### config.mk
export PLATFORM = sky130hd
export DESIGN_NAME = agc_gain_ctrl_flat
export DESIGN_NICKNAME = d
export VERILOG_FILES = /design/src/rtl/agc_gain_ctrl_pkg.sv /design/src/rtl/agc_gain_ctrl_if.sv /design/src/rtl/agc_window_accum.sv /design/src/rtl/agc_gain_ctrl.sv /design/src/flat_wrapper.sv
export SDC_FILE = /design/constraint.sdc
export NUM_CORES = 1
export LEC_CHECK = 0
export BUFFER_PORTS_ARGS = -buffer_cell sky130_fd_sc_hd__buf_2
export CAP_MARGIN = 20
export CORE_ASPECT_RATIO = 1.1
export CORE_MARGIN = 2
export CORE_UTILIZATION = 65
export DETAILED_ROUTE_END_ITERATION = 10
export PLACE_DENSITY = 0.86
export SYNTH_ARGS = -nofsm -noshare
export SYNTH_HDL_FRONTEND = slang
export SYNTH_SLANG_ARGS = --single-unit
export TNS_END_PERCENT = 20
### constraint.sdc
create_clock -name i_clock -period 5.53 [get_ports i_clock]
set_input_delay 0.2765 -clock i_clock [delete_from_list [all_inputs] [get_ports i_clock]]
set_output_delay 0.2765 -clock i_clock [all_outputs]
set_load 0.05 [all_outputs]
### src/rtl/agc_gain_ctrl_pkg.sv
// ---------------------------------------------------------------------------
// agc_pkg: shared definitions for the AGC gain-control stage.
//   - agc_state_e   : FSM states of the gain-control loop
//   - GAIN_STEP     : normal gain step size
//   - FAST_STEP     : fast-attack gain step size
//   - gain_step_sat : saturating add/sub of the gain word
// ---------------------------------------------------------------------------
package agc_pkg;

   typedef enum logic [1:0] {
      StAccum   = 2'd0,
      StCompare = 2'd1,
      StUpdate  = 2'd2
   } agc_state_e;

   localparam int unsigned GAIN_STEP = 1;
   localparam int unsigned FAST_STEP = 4;

   // Steps gain up or down by step, clamping to [0, gain_max]. Operates on a
   // 32-bit carrier so one function serves every gain width up to 31 bits.
   function automatic logic [31:0] gain_step_sat(input logic [31:0] gain,
                                                 input logic [31:0] step,
                                                 input logic        up,
                                                 input logic [31:0] gain_max);
      logic [32:0] sum;
      logic [31:0] res;
      sum = {1'b0, gain} + {1'b0, step};
      if (up) begin
         res = (sum > {1'b0, gain_max}) ? gain_max : sum[31:0];
      end else begin
         res = (gain < step) ? 32'd0 : gain - step;
      end
      return res;
   endfunction

endpackage

### src/rtl/agc_gain_ctrl_if.sv
// ---------------------------------------------------------------------------
// agc_gain_ctrl_if: sample/gain bus of the AGC gain-control stage.
//   valid, relation   : sample stream from the monopulse stage
//   ready             : sample accepted when valid && ready
//   setpoint          : target average magnitude
//   hysteresis        : half-width of the dead band
//   gain, gain_valid  : gain word and its per-window decision pulse
//   locked            : loop in-band for the required number of windows
// master modport = upstream/consumer side, slave modport = AGC block.
// ---------------------------------------------------------------------------
interface agc_gain_ctrl_if #(
   parameter int unsigned DATA_SIZE = 64,
   parameter int unsigned GAIN_SIZE = 8
);

   logic                 valid;
   logic                 ready;
   logic [DATA_SIZE-1:0] relation;
   logic [DATA_SIZE-1:0] setpoint;
   logic [DATA_SIZE-1:0] hysteresis;
   logic [GAIN_SIZE-1:0] gain;
   logic                 gain_valid;
   logic                 locked;

   modport master (
      output valid, relation, setpoint, hysteresis,
      input  ready, gain, gain_valid, locked
   );

   modport slave (
      input  valid, relation, setpoint, hysteresis,
      output ready, gain, gain_valid, locked
   );

endinterface

### src/rtl/agc_window_accum.sv
// ---------------------------------------------------------------------------
// agc_window_accum: sums 2^WIN_LOG2 accepted samples and flags the last one.
//   i_clock       : clock, rising edge
//   i_reset       : asynchronous active-low reset
//   i_accept      : a sample is consumed this cycle
//   i_clear       : discard the accumulated window
//   i_relation    : sample value
//   o_avg         : accumulator >> WIN_LOG2
//   o_window_done : the sample accepted this cycle completes the window
// ---------------------------------------------------------------------------
module agc_window_accum #(
   parameter int unsigned DATA_SIZE = 64,
   parameter int unsigned WIN_LOG2  = 4
) (
   input  logic                 i_clock,
   input  logic                 i_reset,
   input  logic                 i_accept,
   input  logic                 i_clear,
   input  logic [DATA_SIZE-1:0] i_relation,
   output logic [DATA_SIZE-1:0] o_avg,
   output logic                 o_window_done
);

   // WIN_LOG2 extra bits hold a full window of all-ones samples.
   localparam int unsigned AccW = DATA_SIZE + WIN_LOG2;

   logic [AccW-1:0]     acc_q;
   logic [WIN_LOG2-1:0] cnt_q;

   always_ff @(posedge i_clock or negedge i_reset) begin
      if (!i_reset) begin
         acc_q <= '0;
         cnt_q <= '0;
      end else if (i_clear) begin
         acc_q <= '0;
         cnt_q <= '0;
      end else if (i_accept) begin
         acc_q <= acc_q + AccW'(i_relation);
         cnt_q <= cnt_q + WIN_LOG2'(1);
      end
   end

   assign o_window_done = i_accept && (cnt_q == '1);
   assign o_avg         = acc_q[AccW-1:WIN_LOG2];

endmodule

### src/rtl/agc_gain_ctrl.sv
// ---------------------------------------------------------------------------
// agc_gain_ctrl: AGC loop stage. Averages the relation stream over
// 2^WIN_LOG2 samples, compares the average to setpoint +/- hysteresis and
// steps a saturating gain word; reports lock after LOCK_COUNT in-band windows.
//   i_clock : clock, rising edge
//   i_reset : asynchronous active-low reset
//   bus     : agc_gain_ctrl_if.slave (valid/ready/relation in, setpoint,
//             hysteresis in, gain/gain_valid/locked out)
// Optional feature macro: AGC_FAST_ATTACK_EN -- when defined, an average above
// 2*setpoint steps the gain down by FAST_STEP instead of GAIN_STEP.
// ---------------------------------------------------------------------------
module agc_gain_ctrl
   import agc_pkg::*;
#(
   parameter int unsigned DATA_SIZE  = 64,
   parameter int unsigned GAIN_SIZE  = 8,
   parameter int unsigned GAIN_INIT  = 128,
   parameter int unsigned WIN_LOG2   = 4,
   parameter int unsigned LOCK_COUNT = 4
) (
   input  logic          i_clock,
   input  logic          i_reset,
   agc_gain_ctrl_if.slave bus
);

   localparam int unsigned LockW   = $clog2(LOCK_COUNT + 1);
   localparam logic [31:0] GainMax = 32'((64'd1 << GAIN_SIZE) - 64'd1);

   agc_state_e           state_q;
   logic                 ready_q;
   logic                 gain_valid_q;
   logic                 locked_q;
   logic [GAIN_SIZE-1:0] gain_q, gain_d;
   logic [LockW-1:0]     lock_q, lock_d;
   logic [DATA_SIZE-1:0] avg_q, hi_q, lo_q;
   logic [DATA_SIZE-1:0] win_avg, hi_sat, lo_sat;
   logic [DATA_SIZE:0]   hi_sum;
   logic                 accept, window_done, win_clear;
`ifdef AGC_FAST_ATTACK_EN
   logic [DATA_SIZE:0]   sp2_q;
`endif

   assign accept    = bus.valid && ready_q;
   assign win_clear = (state_q == StUpdate);

   agc_window_accum #(
      .DATA_SIZE (DATA_SIZE),
      .WIN_LOG2  (WIN_LOG2)
   ) u_accum (
      .i_clock       (i_clock),
      .i_reset       (i_reset),
      .i_accept      (accept),
      .i_clear       (win_clear),
      .i_relation    (bus.relation),
      .o_avg         (win_avg),
      .o_window_done (window_done)
   );

   // Dead-band edges, clamped so the band never wraps.
   assign hi_sum = {1'b0, bus.setpoint} + {1'b0, bus.hysteresis};
   assign hi_sat = hi_sum[DATA_SIZE] ? '1 : hi_sum[DATA_SIZE-1:0];
   assign lo_sat = (bus.setpoint >= bus.hysteresis) ? bus.setpoint - bus.hysteresis : '0;

   // Window decision, consumed only in StUpdate.
   always_comb begin
      gain_d = gain_q;
      lock_d = lock_q;
`ifdef AGC_FAST_ATTACK_EN
      if ({1'b0, avg_q} > sp2_q) begin
         gain_d = GAIN_SIZE'(gain_step_sat(32'(gain_q), FAST_STEP, 1'b0, GainMax));
         lock_d = '0;
      end else
`endif
      if (avg_q > hi_q) begin
         gain_d = GAIN_SIZE'(gain_step_sat(32'(gain_q), GAIN_STEP, 1'b0, GainMax));
         lock_d = '0;
      end else if (avg_q < lo_q) begin
         gain_d = GAIN_SIZE'(gain_step_sat(32'(gain_q), GAIN_STEP, 1'b1, GainMax));
         lock_d = '0;
      end else if (lock_q != LockW'(LOCK_COUNT)) begin
         lock_d = lock_q + LockW'(1);
      end
   end

   always_ff @(posedge i_clock or negedge i_reset) begin
      if (!i_reset) begin
         state_q      <= StAccum;
         ready_q      <= 1'b1;
         gain_q       <= GAIN_SIZE'(GAIN_INIT);
         gain_valid_q <= 1'b0;
         lock_q       <= '0;
         locked_q     <= 1'b0;
         avg_q        <= '0;
         hi_q         <= '0;
         lo_q         <= '0;
`ifdef AGC_FAST_ATTACK_EN
         sp2_q        <= '0;
`endif
      end else begin
         gain_valid_q <= 1'b0;
         unique case (state_q)
            StAccum: begin
               if (window_done) begin
                  state_q <= StCompare;
                  ready_q <= 1'b0;
               end
            end
            StCompare: begin
               // Setpoint and hysteresis are sampled only here.
               avg_q   <= win_avg;
               hi_q    <= hi_sat;
               lo_q    <= lo_sat;
`ifdef AGC_FAST_ATTACK_EN
               sp2_q   <= {bus.setpoint, 1'b0};
`endif
               state_q <= StUpdate;
            end
            StUpdate: begin
               gain_q       <= gain_d;
               lock_q       <= lock_d;
               locked_q     <= (lock_d == LockW'(LOCK_COUNT));
               gain_valid_q <= 1'b1;
               ready_q      <= 1'b1;
               state_q      <= StAccum;
            end
            default: begin
               state_q <= StAccum;
               ready_q <= 1'b1;
            end
         endcase
      end
   end

   assign bus.ready      = ready_q;
   assign bus.gain       = gain_q;
   assign bus.gain_valid = gain_valid_q;
   assign bus.locked     = locked_q;

endmodule

### src/flat_wrapper.sv
// flat-port wrapper written by rule: the top's interface ports become plain ports
module agc_gain_ctrl_flat import agc_pkg::*;
#(
   parameter int unsigned DATA_SIZE  = 64,
   parameter int unsigned GAIN_SIZE  = 8,
   parameter int unsigned GAIN_INIT  = 128,
   parameter int unsigned WIN_LOG2   = 4,
   parameter int unsigned LOCK_COUNT = 4
)
  (i_clock, i_reset, bus_valid, bus_relation, bus_setpoint, bus_hysteresis, bus_ready, bus_gain, bus_gain_valid, bus_locked);
  agc_gain_ctrl_if #(.DATA_SIZE(DATA_SIZE), .GAIN_SIZE(GAIN_SIZE)) bus_i ();
  input  logic i_clock;
  input  logic i_reset;
  input wire logic [$bits(bus_i.valid)-1:0] bus_valid;
  input wire logic [$bits(bus_i.relation)-1:0] bus_relation;
  input wire logic [$bits(bus_i.setpoint)-1:0] bus_setpoint;
  input wire logic [$bits(bus_i.hysteresis)-1:0] bus_hysteresis;
  output wire logic [$bits(bus_i.ready)-1:0] bus_ready;
  output wire logic [$bits(bus_i.gain)-1:0] bus_gain;
  output wire logic [$bits(bus_i.gain_valid)-1:0] bus_gain_valid;
  output wire logic [$bits(bus_i.locked)-1:0] bus_locked;
  assign bus_i.valid = bus_valid;
  assign bus_i.relation = bus_relation;
  assign bus_i.setpoint = bus_setpoint;
  assign bus_i.hysteresis = bus_hysteresis;
  assign bus_ready = bus_i.ready;
  assign bus_gain = bus_i.gain;
  assign bus_gain_valid = bus_i.gain_valid;
  assign bus_locked = bus_i.locked;
  agc_gain_ctrl #(.DATA_SIZE(DATA_SIZE), .GAIN_SIZE(GAIN_SIZE), .GAIN_INIT(GAIN_INIT), .WIN_LOG2(WIN_LOG2), .LOCK_COUNT(LOCK_COUNT)) u_core (.i_clock(i_clock), .i_reset(i_reset), .bus(bus_i));
endmodule
# Yosys cells after proc, flatten, opt, wreduce, memory -nomap -nowiden
# Index checks and enable logic that the tools add are counted.
# Widths: inputs -> output; s select.
[totals] register_bits=280 in_bits=195 output_inout_bits=11 word_cells=55
[op_classes] add_sub_neg=7 n_lt_le_gt_ge=5 n_eq_ne=6 mux=18 bitwise_logic=1 n_reduce_logical=7
[ops] cell="$mux 68" n=2
[ops] cell="$mux 64" n=2
[ops] cell="$add 68x64->68" n=1
[ops] cell="$add 64x64->65" n=1
[ops] cell="$ge 64x64->1" n=1
[ops] cell="$gt 64x64->1" n=1
[ops] cell="$lt 64x64->1" n=1
[ops] cell="$sub 64x64->64" n=1
[ops] cell="$mux 8" n=4
[ops] cell="$add 8x1->9 const B" n=1
[ops] cell="$gt 9x8->1 const B" n=1
[ops] cell="$mux 3" n=3
[ops] cell="$lt 8x1->1 const B" n=1
[ops] cell="$mux 4" n=2
[ops] cell="$sub 8x1->8 const B" n=1
[ops] cell="$add 4x1->4 const B" n=1
[ops] cell="$eq 4x4->1 const B" n=1
[ops] cell="$pmux 2 s2" n=1
[ops] cell="$reduce_and 2->1" n=2
[ops] cell="$reduce_bool 2->1" n=2
[ops] cell="$add 3x1->3 const B" n=1
[ops] cell="$eq 3x3->1 const B" n=1
[ops] cell="$ne 3x3->1 const B" n=1
[ops] cell="$eq 2x1->1 const B" n=1
[ops] cell="8 further kinds" n=10

# Logic depth before layout (Yosys ltp)
# Gate-level depths: netlist (run 1).
[depth] depth_word=5 ltp_mapped=16 mapped_depth_nobuf=15

# By module
# Synthesis (run 1) repeated with hierarchy kept, for this count alone.
[hier_totals] cells_unflattened=3282 area_unflattened_um2=26541.7
[modules_own_cells] module="agc_gain_ctrl" n_inst=1 cells_each=2365 area_per_inst_um2=19232.2 seq_area_each_um2=5207.5
[modules_own_cells] module="agc_window_accum" n_inst=1 cells_each=917 area_per_inst_um2=7309.5 seq_area_each_um2=1801.7

# Least setup slack after synthesis (run 1)
# OpenSTA, ideal clock, no wires.
[synth_path] kind="reg-to-reg" from="register u_core.u_accum.acc_q[0]" to="register u_core.u_accum.acc_q[54]" setup_ns=0.127 arrival_time_ns=2.985 required_time_ns=5.403 setup_slack_ns=2.418 path_stages_with_launch=14 n_path_buf=0 synth_period_minus_slack_ns=3.112 cell_sequence="dfrtp_1 > ha_1 > fa_1 > a211oi_2 > nor2_1 > o31ai_2 > nand4_1 > a311o_1 > a211oi_2 > o41ai_1 > a21o_1 > a221oi_2 > xnor2_1 > o21ai_1"
[synth_between] elab_chain_cells=3
[synth_rtl] item="from (decl)" line="agc_window_accum.sv:27" rtl="logic [AccW-1:0] acc_q;"
[synth_rtl] item="from (signal assigned)" line="agc_window_accum.sv:38" rtl="acc_q <= acc_q + AccW'(i_relation);"
[synth_rtl] item="$add 68x64->68" line="agc_window_accum.sv:38"
[synth_rtl] item="$mux 68" line="agc_window_accum.sv:37" rtl="end else if (i_accept) begin"
[synth_rtl] item="$mux 68" line="agc_window_accum.sv:34" rtl="end else if (i_clear) begin"
# Every way passes these cells. The select of a mux whose other input is x is not followed.
# A chain may end at the register's enable or synchronous reset.

# Worst setup path in the final report (run 1)
[layout_path] from="register u_core.u_accum.acc_q[0]" to="register u_core.u_accum.acc_q[62]"
# The elaborated chain is that of the path after synthesis.

==> impl_metrics.ini, run 1 <==
[run_status]
outcome = complete, no violations

[global_routing]
first_global_vias = 23300
overflow = 0
grt.total_usage_pct = 36.9
antenna_found_initial = 4
grt_max_degree = 148
grt_pass1_wl_mm = 122

[finish]
ff_latch_area_mm2 = 0.00701
final_nets = 3792
fillers = 3161
final_util_pct = 70.9
areaGrowthSynthToFinish_pct = 8.33
final_cell_mix = nand2_1 (444), ha_1 (325), a21oi_1 (303)
final_common_cell = nand2_1
drive_above_1_share_pct = 10.5
multi_input_area_mm2 = 0.0168
fin_area_mm2 = 0.0276

[power_and_ir_drop]
ir_drop_mv = 0.380
power_leakage_nw = 14.0
powerDensity_mw_per_mm2 = 455

[yosys]
synth.mux.area_fraction_pct = 0.246
synthDistinctLibCells = 99
synthCells = 3170
synth-xor-area-share_pct = 5.99
synth_top_family_by_area = compound AO/OA/AOI/OAI gates
synth_top_area_share_pct = 27.3
synth-seq-area-share_pct = 27.5
synthesis.area_mm2 = 0.0255
synth-async-reset-ratio_pct = 100
ys_warn_count = 0
synth_area_leaders = dfrtp_1 (27%), ha_1 (16%), nand2_1 (6.6%)
synth_ff_type = dfrtp_1
synth_largest_area_cell = dfrtp_1
synth_compound_area_share_pct = 26.6
synth_nets = 3693
synth_edf_count = 0
synth_adder_area_share_pct = 16.2
synth-simple-area-share_pct = 16.7
synth_area_per_cell_um2 = 8.03
synth_seq_cells = 280

[cts]
post-cts-setup-buffer-count = 0
clock_latency_ps = 550
clk_pin_slew_ps = 70
ctsResizeCount = 0
cts_buffers = 27
ctsRootBufferMaster = clkbuf_16
clock-sinks = 280
hold_buffers = 1
cts_tree = done
cts_max_path_buffers = 3
cts_max_level = 1

[detailed_routing]
drc = 0
vias = 24400
first_pass_iters = 6
drt_iter0_markers = 2245
wire_per_inst_um = 19.8
routed_wl_mm = 75.3
vias_per_cell = 6.42
antenna_left = 0

[timing]
slew_violations = 0
fin_skew_ps = 15.1
finalCriticalPeriod_ps = 3800
postLayoutSetupSlackWorst_ps = 1730
setup_viol = 0
finalCritPeriodShare_pct = 68.7
worst_pin_slew_ps = 1070
finalSetupTns_ps = 0
final-hold-violation-count = 0
slew_headroom_pct = 28.6
fmax_ghz = 0.263
rsz0062_at_grt = no

[placed_design]
post-place-ws_ps = 1320
hpwl_mm = 57.6
gp_congestion = 0.967
port-buffer-count = 205
placed_cell_area_mm2 = 0.0266

[critical_path]
cp.required_ps = 5990
r2r_slack_ps = 1730
crit_type = flop to flop
worstPathMaxFanout = 4
critPathCaptureType = flop
cp_data_arrival_time_ps = 4260
worstPathCellList = ha_1 > fa_1 > a211oi_2 > nor2_1 > o31ai_2 > nand4_1 > a311o_1 > a211oi_2 > o21ai_0 > a41oi_2 > o21a_1 > nor2_1 > a211oi_1
crit_family = compound AO/OA/AOI/OAI gates
max_stage_delay_ps = 450
crit_path_start_kind = flop
critPathBufInv = 0
cp_slowest_cell = fa_1

[floorplanning]
start_util_pct = 65.4
ios = 206
die_w_um = 193
die_h_um = 212
core_mm2 = 0.0389
num_rows = 76
die-area_mm2 = 0.0408

[flow_run]
cap_violations = 0

[min_path]
holdCritPathClass = input pin to flop
cell type report:
cell class,count,area share (%)
repair buffers,221,4.29
well taps,507,2.30
clock buffers,34,2.65
clock inverters,14,0.690
multi-input cells,2459,60.8
inverters,280,3.82
flip-flops and latches,280,25.4
diodes,2,0.0182
tightest hold or removal path, cell delays in order:
cell	delay, ps
buf_2	100
ha_1	160
a21oi_1	70
worst paths after layout:
kind                       cells past startpoint               startpoint                       end
setup reg to reg                              13  u_core.u_accum.acc_q[0]  u_core.u_accum.acc_q[62]
min in group asynchronous                      2                  i_reset           u_core.hi_q[47]
setup / recovery                              13  u_core.u_accum.acc_q[0]  u_core.u_accum.acc_q[62]
hold reg to reg                                2        u_core.bus.locked         u_core.bus.locked
hold / removal                                 3        bus_hysteresis[0]            u_core.hi_q[0]
max in group asynchronous                      3                  i_reset           u_core.hi_q[32]
kinds of logic after synthesis:
| family | count (synthesis) |
|---|---|
| AOI/OAI and AO/OA | 1009 |
| xor gates and xnor gates | 174 |
| buffers and inverters | 431 |
| and+or+nand+nor | 942 |
| DFF | 280 |
| muxes | 6 |
| adders and majority gates | 328 |
sequential cells by signal (all words and copies together), names as in the netlist:
signal and cells:
u_core.hi_q 64, u_core.u_accum.acc_q 68, u_core.bus.ready 1, u_core.lo_q 64
u_core.bus.locked 1, u_core.lock_q 3, u_core.u_accum.cnt_q 4, u_core.avg_q 64
u_core.bus.gain 8, u_core.bus.gain_valid 1, u_core.state_q 2
where the power goes:
part           internal (W)  leakage, nW  switching [W]
logic               0.00277         10.2        0.00407
clock network       0.00113        0.449       0.000820
registers           0.00299         3.35       0.000768
stage by stage:
step | total power [W] | hold WS, ps | cells
2_1_floorplan | 0.00853 | -19.1 | 3170
3_3_place_gp | 0.0100 | 469 | 3745
3_5_place_dp | 0.0103 | 460 | 3745
4_1_cts | 0.0124 | 90.0 | 3794
5_1_grt | 0.0135 | 119 | 3796
6_report | 0.0125 | 105 | 3797
cell usage after synthesis (9+ instances only):
master    number
or3_1         10
nor2_1       193
a21o_1       134
a22o_1        18
buf_2         34
and2_1        11
dfrtp_1      278
or2_2         10
ha_1         325
xor2_1        39
inv_1        274
nor3_1        39
nand2b_1      25
clkbuf_1      98
xnor2_1      135
a21oi_1      304
nand4_1       70
a31oi_1       31
a22oi_1       58
buf_1          9
and3_1        17
nor2b_1       26
o21ai_0      168
o31ai_1       28
a211oi_1      23
o21a_1        28
nand3_1       39
nand2_1      446
o31a_1         9
a21boi_0      10
o21bai_1      50
nor4_1        32
o21ai_1       13
o211ai_1      13
layer usage:
metal  part of all wire [%]  track usage, %  vias up
met5                  0.028               0        -
met4                    2.3            9.27        4
met3                    8.7            5.06      137
met2                     45            57.7     1097
met1                     44            53.9    11700
li1                       -               -    11400
Power figures use the tool's default switching activity.
==> inputs of run 2 (changes only) <==
--- a/config.mk
+++ b/config.mk
@@ -9,9 +9,9 @@
 export CAP_MARGIN = 20
 export CORE_ASPECT_RATIO = 1.1
 export CORE_MARGIN = 2
-export CORE_UTILIZATION = 65
+export CORE_UTILIZATION = 62
 export DETAILED_ROUTE_END_ITERATION = 10
-export PLACE_DENSITY = 0.86
+export PLACE_DENSITY = 0.82
 export SYNTH_ARGS = -nofsm -noshare
 export SYNTH_HDL_FRONTEND = slang
 export SYNTH_SLANG_ARGS = --single-unit
==> constraint.sdc (replaced) <==
create_clock -name i_clock -period 3.8 [get_ports i_clock]
set_input_delay 0.19 -clock i_clock [delete_from_list [all_inputs] [get_ports i_clock]]
set_output_delay 0.19 -clock i_clock [all_outputs]
set_load 0.05 [all_outputs]
==> impl_metrics.ini, run 2 (synthesis gave the netlist of run 1 again) <==
[global_routing]
overflow = 0
antenna_found_initial = 6
grt_pass1_wl_mm = 125
first_global_vias = 23700
grt_max_degree = 101
grt.total_usage_pct = 36.0

[finish]
regMostFlops = u_core.u_accum.acc_q
final_util_pct = 69.9
final_cell_mix = nand2_1 (444), ha_1 (325), a21oi_1 (303)
largest_register_ffs = 68
multi_input_area_mm2 = 0.0168
fin_cells = 3870
drive_above_1_share_pct = 12.3
ff_latch_area_mm2 = 0.00701
final_common_cell = nand2_1
final_nets = 3855
fillers = 3209
areaGrowthSynthToFinish_pct = 10.8

[timing]
finalCriticalPeriod_ps = 3570
rsz0062_at_grt = no
postLayoutSetupSlackWorst_ps = 227
fmax_ghz = 0.280
final-hold-violation-count = 0
slew_violations = 0
setup_viol = 0
slew_headroom_pct = 37.5
fin_skew_ps = 12.1
finalSetupTns_ps = 0
worst_pin_slew_ps = 934
finalCritPeriodShare_pct = 94.0
hold_ws_ps = 40.0

[run_status]
outcome = complete, no violations

[detailed_routing]
drt_iter0_markers = 2259
antenna_left = 0
vias = 24500
vias_per_cell = 6.32
drc = 0
first_pass_iters = 5
wire_per_inst_um = 19.9
routed_wl_mm = 77.1

[power_and_ir_drop]
power_leakage_nw = 14.4
ir_drop_mv = 0.609
powerDensity_mw_per_mm2 = 662

[placed_design]
gp_congestion = 0.956
placed_cells = 3812
post-place-ws_ps = 23.2
hpwl_mm = 59.7
port-buffer-count = 205

[flow_run]
cap_violations = 0

[min_path]
holdCritPathClass = input pin to flop
hold_depth = 4

[cts]
clock-sinks = 280
clk_pin_slew_ps = 70
clock_latency_ps = 560
cts_buffers = 29
cts_max_level = 1
cts_max_path_buffers = 3
cts_tree = done
post-cts-setup-buffer-count = 0
ctsRootBufferMaster = clkbuf_16

[floorplanning]
die-area_mm2 = 0.0427
start_util_pct = 63.1
core_mm2 = 0.0404
die_w_um = 197
ios = 206
num_rows = 77
die_h_um = 217

[critical_path]
r2r_cells = 13
cp.required_ps = 4220
crit_path_start_kind = flop
crit_type = flop to flop
critPathCaptureType = flop
cp_data_arrival_time_ps = 3990
worstPathMaxFanout = 3
[run 2: what timing repair did]
action | 4_1_cts | 5_1_grt
gates resized for setup | 0 | 2
hold endpoints to repair | 66 | 0
hold buffers | 1 | 0
setup endpoints to repair | 0 | 1
[run 2: layer usage]
layer / wire, um / up-vias / global-route usage (%)
li1: - / 11500 / -
met1: 34800 / 11700 / 52.4
met2: 34000 / 1127 / 56.5
met3: 6250 / 142 / 4.45
met4: 2030 / 6 / 9.50
met5: 44 / - / 0
[run 2: power breakdown]
part / leakage (nW) / internal (W) / switching (W)
clock network: 0.504 / 0.00181 / 0.00126
registers: 3.35 / 0.00435 / 0.00114
logic: 10.5 / 0.00412 / 0.00599
total: 14.4 / 0.0103 / 0.00839
[run 2: through the flow]
step	cell area (um2)	total power, W
after global routing	28200	0.0201
final	28200	0.0187
after detailed placement	27200	0.0152
after CTS	28200	0.0184
after global placement	27200	0.0148
after floorplan	25500	0.0124
[run 2: worst paths after layout]
path                            slack (ps)                       end                     from
worst min-delay path                    40  u_core.u_accum.acc_q[58]                bus_valid
worst max register to register         230  u_core.u_accum.acc_q[66]  u_core.u_accum.acc_q[0]
max in group asynchronous             2610           u_core.hi_q[23]                  i_reset
worst max-delay path                   230  u_core.u_accum.acc_q[66]  u_core.u_accum.acc_q[0]
worst min register to register         500         u_core.bus.locked        u_core.bus.locked
min in group asynchronous              200   u_core.u_accum.acc_q[8]                  i_reset
[run 2: area by class of cell]
type | count | share of cell area [%]
multi-input combinational | 2459 | 59.4
tap | 513 | 2.28
clock inverter | 18 | 0.865
timing repair buffer | 282 | 6.05
sequential | 280 | 24.8
inverter | 280 | 3.73
clock buffer | 35 | 2.76
antenna | 3 | 0.0266
[run 2: critical path: stages, from the launching register on]
cell and delay, ps:
dfrtp_1 390, ha_1 230, fa_1 440, a211oi_2 200, nor2_1 110, o31ai_2 210, nand4_1 130, a311o_1 360
a211oi_2 320, o21ai_0 290, a41oi_2 370, o21a_1 190, xor2_1 150, nor2_1 50
==> inputs of run 3 (changes only) <==
--- a/config.mk
+++ b/config.mk
@@ -9,10 +9,11 @@
 export CAP_MARGIN = 20
 export CORE_ASPECT_RATIO = 1.1
 export CORE_MARGIN = 2
-export CORE_UTILIZATION = 62
+export CORE_UTILIZATION = 63
 export DETAILED_ROUTE_END_ITERATION = 10
-export PLACE_DENSITY = 0.82
+export PLACE_DENSITY = 0.83
 export SYNTH_ARGS = -nofsm -noshare
 export SYNTH_HDL_FRONTEND = slang
+export SYNTH_HIERARCHICAL = 1
 export SYNTH_SLANG_ARGS = --single-unit
 export TNS_END_PERCENT = 20
==> impl_metrics.ini, run 3 <==
[timing]
slew_violations = 0
rsz0062_at_grt = no
fmax_ghz = 0.266
worst_pin_slew_ps = 1080
finalCriticalPeriod_ps = 3760
finalSetupTns_ps = 0
finalCritPeriodShare_pct = 99.1
fin_skew_ps = 22.2
slew_headroom_pct = 28.0
final-hold-violation-count = 0
setup_viol = 0

[global_routing]
overflow = 0
use_met3_pct = 7.67
met1_usage_pct = 56.1
grt_use_met2_pct = 65.1
grt_pass1_wl_mm = 141
grt.total_usage_pct = 41.6
grt.busiest_layer = met2
grt_max_degree = 159
first_global_vias = 25800
antenna_found_initial = 2

[cts]
clock-sinks = 280
ctsRootBufferMaster = clkbuf_16
cts_buffers = 34
clk_pin_slew_ps = 70
cts_tree = done
clock_latency_ps = 570
cts_max_path_buffers = 3
cts_max_level = 2

[placed_design]
placed_cells = 3938
port-buffer-count = 205
gp_congestion = 1.05
hpwl_mm = 71.0

[critical_path]
crit_type = flop to flop
critPathCaptureType = flop
max_stage_delay_ps = 390
cpMostUsedCell = a21oi_1
cp.required_ps = 4240
cp_slowest_cell = a221oi_1
cp_data_arrival_time_ps = 4200
crit_family = compound AO/OA/AOI/OAI gates
worstPathMaxFanout = 15
worstPathCellList = inv_1 > ha_1 > a21o_1 > a21o_1 > a21oi_1 > o211ai_1 > a221oi_1 > buf_4 > a21oi_1 > a21oi_1 > buf_4 > nand3_1 > o211a_1 > a2111o_1
crit_path_start_kind = flop
critPathBufInv = 3

[detailed_routing]
wire_per_inst_um = 23.0
drc = 0
routed_wl_mm = 92.0
vias_per_cell = 6.59
first_pass_iters = 6
drt_iter0_markers = 2608
vias = 26300
antenna_left = 0

[min_path]
holdCritPathClass = input pin to flop

[power_and_ir_drop]
power_leakage_nw = 14.5
powerDensity_mw_per_mm2 = 681
ir_drop_mv = 0.554

[yosys]
synth_top_area_share_pct = 26.2
ys_warn_count = 6
synth_ff_type = dfrtp_1
synth_edf_count = 0
synth_area_per_cell_um2 = 8.09
synthCells = 3282
synth_nets = 3805
synth_largest_area_cell = dfrtp_1
yosys-top-cells-count = nand2_1 (359), ha_1 (325), inv_1 (293)
synth-async-reset-ratio_pct = 100
synth_seq_cells = 280
synth_most_common_cell = nand2_1
synth_area_leaders = dfrtp_1 (26%), ha_1 (15%), a21oi_1 (5.4%)
synthesis.area_mm2 = 0.0265
synth-seq-area-share_pct = 26.4
synthDistinctLibCells = 99

[floorplanning]
die-area_mm2 = 0.0438
start_util_pct = 64.1
num_rows = 78
die_h_um = 219
ios = 206
die_w_um = 200
core_mm2 = 0.0414

[run_status]
outcome = complete, no violations

[finish]
final_common_cell = nand2_1
multi_input_area_mm2 = 0.0173
drive_above_1_share_pct = 13.6
largest_register_ffs = 68
ff_latch_area_mm2 = 0.00701
fin_cells = 3999
final_nets = 3938
areaGrowthSynthToFinish_pct = 9.64
fillers = 3307
final_cell_mix = nand2_1 (359), ha_1 (325), inv_1 (292)
regMostFlops = u_core/u_accum/acc_q

[flow_run]
cap_violations = 0
==> run 3: layout make-up <==
cell class / count / area share, %
inverters: 297 / 3.84
repair buffers: 301 / 6.26
multi-input cells: 2501 / 59.5
diodes: 1 / 0.00860
flip-flops and latches: 280 / 24.1
clock buffers: 42 / 3.16
well taps: 560 / 2.41
clock inverters: 17 / 0.697
==> run 3: per-layer routing <==
layer	up-vias	wire length, um	share of wire (%)
li1	11900	-	-
met1	12600	37900	41
met2	1572	40800	44
met3	303	8800	9.6
met4	2	4500	4.9
met5	-	10	0.011
==> run 3: tightest hold or removal path: stages <==
cell	delay, ps
buf_2	80
ha_1	130
mux2i_1	60
nor2_1	80
==> run 3: path summary, 6_finish.rpt <==
| path | endpoint | from | slack, ps | cells after the start |
|---|---|---|---|---|
| max in group asynchronous | u_core/avg_q[50] | i_reset | 2620 | 3 |
| hold reg to reg | u_core/state_q[0] | u_core/state_q[1] | 500 | 1 |
| min in group asynchronous | u_core/u_accum/acc_q[14] | i_reset | 70 | 2 |
| setup reg to reg | u_core/bus.gain[6] | u_core/hi_q[41] | 40 | 14 |
| setup / recovery | u_core/bus.gain[6] | u_core/hi_q[41] | 40 | 14 |
| hold / removal | u_core/u_accum/acc_q[0] | bus_relation[0] | 20 | 4 |
==> run 3: logic make-up after synthesis <==
| logic type | synth area share, % |
|---|---|
| multiplexers | 1.49 |
| AND/OR/NAND/NOR | 17.3 |
| adder cells (fa/ha/maj) | 15.6 |
| XOR/XNOR | 5.58 |
| AO/OA/AOI/OAI | 25.3 |
| buffers and inverters | 8.39 |
| flip-flops | 26.4 |
==> run 3: where the power goes <==
part,switching [W],internal (W),total (W)
Sequential,0.00106,0.00432,0.00537
Clock,0.00145,0.00190,0.00335
Combinational,0.00677,0.00431,0.0111
Total,0.00928,0.0105,0.0198
==> run 3: metrics by stage <==
stage               total power (W)  util (%)  cell area, um2  hold slack (ps)  setup WS (ps)
global route                 0.0210      70.3           29100             64.7           53.5
finish                       0.0198      70.3           29100             21.0           35.4
detailed placement           0.0159      67.6           28000             28.4          -27.5
CTS                          0.0194      70.3           29100             2.38            253
floorplan                    0.0131         -           26500             -106            852
global placement             0.0153      67.6           28000             24.4           35.9
==> run 3: timing repair <==
| item | CTS | global route |
|---|---|---|
| resized for setup | 0 | 0 |
| setup buffers | 0 | 0 |
| hold buffers | 1 | 0 |
| hold endpoints to repair | 224 | 0 |
